`config.mk`:
```
export PLATFORM = sky130hd
export DESIGN_NAME = mem_lsu
export DESIGN_NICKNAME = d
export VERILOG_FILES = /design/src/rtl/mem_lsu.sv
export SDC_FILE = /design/constraint.sdc
export NUM_CORES = 1
export LEC_CHECK = 0
export ABC_AREA = 1
export CAP_MARGIN = 10
export CORE_AREA = 4 4 144 146
export CTS_CLUSTER_DIAMETER = 50
export CTS_CLUSTER_SIZE = 25
export DETAILED_ROUTE_END_ITERATION = 10
export DIE_AREA = 0 0 148 150
export DONT_BUFFER_PORTS = 1
export REMOVE_ABC_BUFFERS = 1
export SLEW_MARGIN = 20
export SYNTH_ARGS = -nofsm -noshare
export SYNTH_HDL_FRONTEND = slang
export SYNTH_SLANG_ARGS = --single-unit
```
`constraint.sdc`:
```
create_clock -name clk -period 3.4 [get_ports clk]
set_clock_uncertainty 0.2 [all_clocks]
set_input_delay 0.34 -clock clk [delete_from_list [all_inputs] [get_ports clk]]
set_output_delay 0.34 -clock clk [all_outputs]
set_load 0.01 [all_outputs]
```
`src/rtl/mem_lsu.sv`:
```
// Memory stage load/store unit: decodes loads/stores from the EX/MEM register,
// runs a req/gnt/rvalid data-bus handshake and produces the writeback/forward value.
module mem_lsu #(
    parameter int unsigned XLEN          = 32,
    parameter int unsigned PC_WIDTH      = 32,
    parameter int unsigned INSTR_WIDTH   = 32,
    parameter int unsigned REG_IDX_WIDTH = 5
) (
    input  logic                     clk,
    input  logic                     rst,
    input  logic [PC_WIDTH-1:0]      ex_mem_pc_i,
    input  logic [INSTR_WIDTH-1:0]   ex_mem_instr_i,
    input  logic [XLEN-1:0]          ex_mem_rs2_rdata_i,
    input  logic [XLEN-1:0]          ex_mem_alu_res_i,
    input  logic [REG_IDX_WIDTH-1:0] ex_mem_rd_idx_i,
    input  logic                     ex_mem_rd_en_i,
    input  logic [XLEN-1:0]          ex_mem_rd_wdata_i,
    output logic                     dbus_req_o,
    input  logic                     dbus_gnt_i,
    output logic                     dbus_we_o,
    output logic [XLEN-1:0]          dbus_addr_o,
    output logic [3:0]               dbus_be_o,
    output logic [XLEN-1:0]          dbus_wdata_o,
    input  logic                     dbus_rvalid_i,
    input  logic [XLEN-1:0]          dbus_rdata_i,
    output logic                     mem_stall_o,
    output logic [PC_WIDTH-1:0]      mem_pc_o,
    output logic [INSTR_WIDTH-1:0]   mem_instr_o,
    output logic [REG_IDX_WIDTH-1:0] mem_rd_idx_o,
    output logic                     mem_rd_en_o,
    output logic [XLEN-1:0]          mem_rd_wdata_o,
    output logic                     mem_misalign_o
);

    typedef enum logic [1:0] {IDLE, REQ, WAIT, DONE} state_e;

    state_e          state_q, state_d;
    logic [XLEN-1:0] load_data_q, load_data_d;

    logic [6:0]      opcode;
    logic [2:0]      funct3;
    logic [1:0]      size;
    logic [XLEN-1:0] addr;
    logic            is_load, is_store, is_mem, misaligned, mem_ok;
    logic            idle_mem, stall;
    logic [XLEN-1:0] shifted, load_ext;

    assign opcode = ex_mem_instr_i[6:0];
    assign funct3 = ex_mem_instr_i[14:12];
    assign size   = funct3[1:0];
    assign addr   = ex_mem_alu_res_i;

    always_comb begin
        is_load  = 1'b0;
        is_store = 1'b0;
        if (opcode == 7'b0000011)
            is_load = funct3 inside {3'b000, 3'b001, 3'b010, 3'b100, 3'b101};
        if (opcode == 7'b0100011)
            is_store = funct3 inside {3'b000, 3'b001, 3'b010};
    end

    assign is_mem     = is_load | is_store;
    assign misaligned = ((size == 2'b01) && addr[0]) || ((size == 2'b10) && (addr[1:0] != 2'b00));
    assign mem_ok     = is_mem & ~misaligned;

    // Bus request fields depend only on the held instruction, so they stay stable across REQ.
    assign dbus_addr_o = {addr[XLEN-1:2], 2'b00};
    assign dbus_we_o   = is_store;

    always_comb begin
        case (size)
            2'b00:   begin
                dbus_be_o    = 4'b0001 << addr[1:0];
                dbus_wdata_o = {(XLEN/8){ex_mem_rs2_rdata_i[7:0]}};
            end
            2'b01:   begin
                dbus_be_o    = 4'b0011 << {addr[1], 1'b0};
                dbus_wdata_o = {(XLEN/16){ex_mem_rs2_rdata_i[15:0]}};
            end
            default: begin
                dbus_be_o    = 4'b1111;
                dbus_wdata_o = ex_mem_rs2_rdata_i;
            end
        endcase
    end

    assign shifted = dbus_rdata_i >> {addr[1:0], 3'b000};

    always_comb begin
        case (funct3)
            3'b000:  load_ext = {{(XLEN-8){shifted[7]}}, shifted[7:0]};
            3'b001:  load_ext = {{(XLEN-16){shifted[15]}}, shifted[15:0]};
            3'b100:  load_ext = {{(XLEN-8){1'b0}}, shifted[7:0]};
            3'b101:  load_ext = {{(XLEN-16){1'b0}}, shifted[15:0]};
            default: load_ext = shifted;
        endcase
    end

    always_comb begin
        state_d     = state_q;
        load_data_d = load_data_q;
        case (state_q)
            IDLE, REQ: begin
                if (mem_ok || state_q == REQ) begin
                    if (dbus_gnt_i) state_d = is_load ? WAIT : DONE;
                    else            state_d = REQ;
                end
            end
            WAIT: begin
                if (dbus_rvalid_i) begin
                    load_data_d = load_ext;
                    state_d     = DONE;
                end
            end
            DONE:    state_d = IDLE;
            default: state_d = IDLE;
        endcase
    end

    always_ff @(posedge clk) begin
        if (rst) begin
            state_q     <= IDLE;
            load_data_q <= '0;
        end else begin
            state_q     <= state_d;
            load_data_q <= load_data_d;
        end
    end

    assign idle_mem = (state_q == IDLE) && mem_ok;
    assign stall    = ~rst & (idle_mem || state_q == REQ || state_q == WAIT);

    assign dbus_req_o     = ~rst & (idle_mem || state_q == REQ);
    assign mem_stall_o    = stall;
    assign mem_misalign_o = ~rst & is_mem & misaligned;
    assign mem_rd_en_o    = ~rst & ex_mem_rd_en_i & ~stall & ~(is_mem & misaligned);
    assign mem_rd_wdata_o = (state_q == DONE && is_load) ? load_data_q : ex_mem_rd_wdata_i;
    assign mem_pc_o       = ex_mem_pc_i;
    assign mem_instr_o    = ex_mem_instr_i;
    assign mem_rd_idx_o   = ex_mem_rd_idx_i;

endmodule

```
==> results.sh <==
export IMPL_fill_cells=2274
export IMPL_rows=51
export IMPL_cts_buffers=5
export IMPL_startpoint="state_q[0]"
export IMPL_endpoint_kind="output port"
export IMPL_dr_pass1_iters=4
export IMPL_holdWs_ps=22.6
export IMPL_rsz0062_at_grt="false"
export IMPL_dr_total_vias=3354
export IMPL_die_area_mm2=0.0222
export IMPL_gp_congestion=0.863
export IMPL_powerDensity_mw_per_mm2=350
export IMPL_viasPerCell=4.33
export IMPL_utilization_pct=17.8
export IMPL_p_total_mw=1.21
export IMPL_grt_max_degree=65
export IMPL_r2r_slack_ps=1460
export IMPL_critPathRequiredTime_ps=2860
export IMPL_critPathKind="reg -> out"
export IMPL_ctsResizeCount=0
export IMPL_io_pins=376
export IMPL_fin_nets=710
export IMPL_regArea_um2=681
export IMPL_grt_first_pass_wirelength_um=30400
export IMPL_synth_cell_types=25
export IMPL_clock_latency_ps=270
export IMPL_drt_iter0_markers=266
export IMPL_finalNonFillerCells=775
export IMPL_relSlewSlack_pct=62.7
export IMPL_wl_um=23700
export IMPL_clockBufferDepth=2
export IMPL_placed_cells=765
export IMPL_die_w_um=148
export IMPL_cp_endpoint="mem_rd_wdata_o[31]"
export IMPL_drc=0
export IMPL_layout_setup_ws_ps=1010
export IMPL_finalSetupTns_ps=0
export IMPL_clock_sinks=34
export IMPL_cellLeakagePower_nw=1.64
export IMPL_layout_drive_gt1_share_pct=12.0
export IMPL_fin_crit_ps=2390
export IMPL_seq_area_frac_synth_pct=18.9
export IMPL_fmax_mhz=419
export IMPL_antenna_found_initial=4
export IMPL_status="finished, final reports clean"
export IMPL_root_buffer="clkbuf_16"
export IMPL_min_period_over_period_pct=70.2
export IMPL_crit_fanout=64
export IMPL_hold_viol_final=0
export IMPL_min_path_type="in -> reg"
export IMPL_r2r_end="load_data_q[16]"
export IMPL_dp_hpwl_um=21100
export IMPL_cts_setup_buffers=0
export IMPL_finalSetupViolations=0
export IMPL_htreeDepth=2
export IMPL_synth_area_mm2=0.00360
export IMPL_synth_area_per_cell_um2=5.97
export IMPL_peakVddDrop_mv=0.247
export IMPL_syn_to_final_growth_pct=-4.31
export IMPL_multi_input_area_mm2=0.00164
export IMPL_ys_seq_elements=34
export IMPL_wl_per_cell_um=30.6
export IMPL_crit_path_start_kind="flop"
export IMPL_max_cap_violations=0
export IMPL_initial_core_util_pct=18.6
export IMPL_port_buffers=0
export IMPL_r2r_start="state_q[1]"
export IMPL_rr_worst_depth=8
export IMPL_cts_tree="done"
export IMPL_yosys_warnings=0
export IMPL_grt_use_total_pct=20.4
export IMPL_netlist_instances=603
export IMPL_placed_area_mm2=0.00324
export IMPL_cts_clk_slew_worst_paths_ps=60
export IMPL_coreArea_mm2=0.0194
export IMPL_pre_cts_ws_ps=1230
export IMPL_grt_overflow=0
export IMPL_drv_slew=0
export IMPL_design_area_mm2=0.00345
export IMPL_ant_nets=0
export IMPL_worst_pin_slew_ps=559
export IMPL_critical_path_arrival_ps=1850
export IMPL_first_global_vias=3186
export IMPL_fp_dieH_um=150
[synthesized netlist by cell type (all sizes together)]
cell type / count / area (µm²)
o211ai: 25 / 188
a22oi: 1 / 7.51
a31oi: 7 / 43.8
nor2: 29 / 116
nand4: 1 / 12.5
conb: 1 / 3.75
nand3: 10 / 50.1
buf: 124 / 907
a21oi: 23 / 115
o21ai: 90 / 450
dfxtp: 34 / 681
clkbuf: 16 / 60.1
o32ai: 1 / 8.76
or2: 7 / 43.8
nand2: 141 / 537
o31ai: 7 / 52.6
nor3: 1 / 5.00
inv: 85 / 319
[layout make-up]
| class | count | share of cell area (%) |
|---|---|---|
| clock inverters | 3 | 2.00 |
| well taps | 265 | 9.62 |
| inverters | 85 | 9.26 |
| flip-flops and latches | 34 | 19.8 |
| repair buffers | 37 | 8.13 |
| multi-input cells | 345 | 47.5 |
| diodes | 1 | 0.0726 |
| clock buffers | 5 | 3.63 |
[cells by family after synthesis]
logic type | count (synthesis) | share of synthesized area [%]
DFF | 34 | 18.9
other | 1 | 0.104
buffers and inverters | 225 | 35.7
AOI/OAI and AO/OA | 154 | 24.0
and+or+nand+nor | 189 | 21.2
[routing by layer]
metal | vias to the layer above | track usage [%] | part of all wire [%]
met2 | 274 | 31.4 | 44
li1 | 1610 | - | -
met5 | - | 3.86 | 0.51
met1 | 1426 | 16.2 | 27
met3 | 36 | 23.8 | 25
met4 | 8 | 6.61 | 3.4
[what timing repair did]
action | in CTS | in global routing
hold endpoints to repair | 1 | 0
hold buffers | 1 | 0
setup endpoints to repair | 0 | 0
[power by group]
group | switching [mW] | internal (mW)
Clock | 0.179 | 0.421
Sequential | 0.00103 | 0.401
Combinational | 0.133 | 0.0713
[registers in the layout, indices dropped and copies added (netlist names)]
name and count:
load_data_q 32, state_q 2
[how the worst min path moves through the flow]
stage	from	end	slack, ps	cells past startpoint
detailed placement	rst	state_q[1]	230	1
global route	rst	load_data_q[15]	30	3
floorplan	rst	state_q[1]	210	1
CTS	rst	load_data_q[15]	9	3
finish	rst	load_data_q[15]	20	3
global placement	rst	state_q[1]	220	1
[placed cells by master (no fill, tap or decap), drive strengths merged, types with 10 or more instances in the layout]
cell type / instances
a21oi: 23
buf: 36
nand3: 10
o21ai: 90
inv: 85
nand2: 141
o211ai: 25
dfxtp: 34
nor2: 29
[critical path: stages, from the launching register on]
cell and delay [ps]:
dfxtp_1 390, nand2_1 70, inv_1 80, nand4_2 90, buf_4 320, o21ai_0 420, buf_4 200
(Power assumes the default switching activity.)
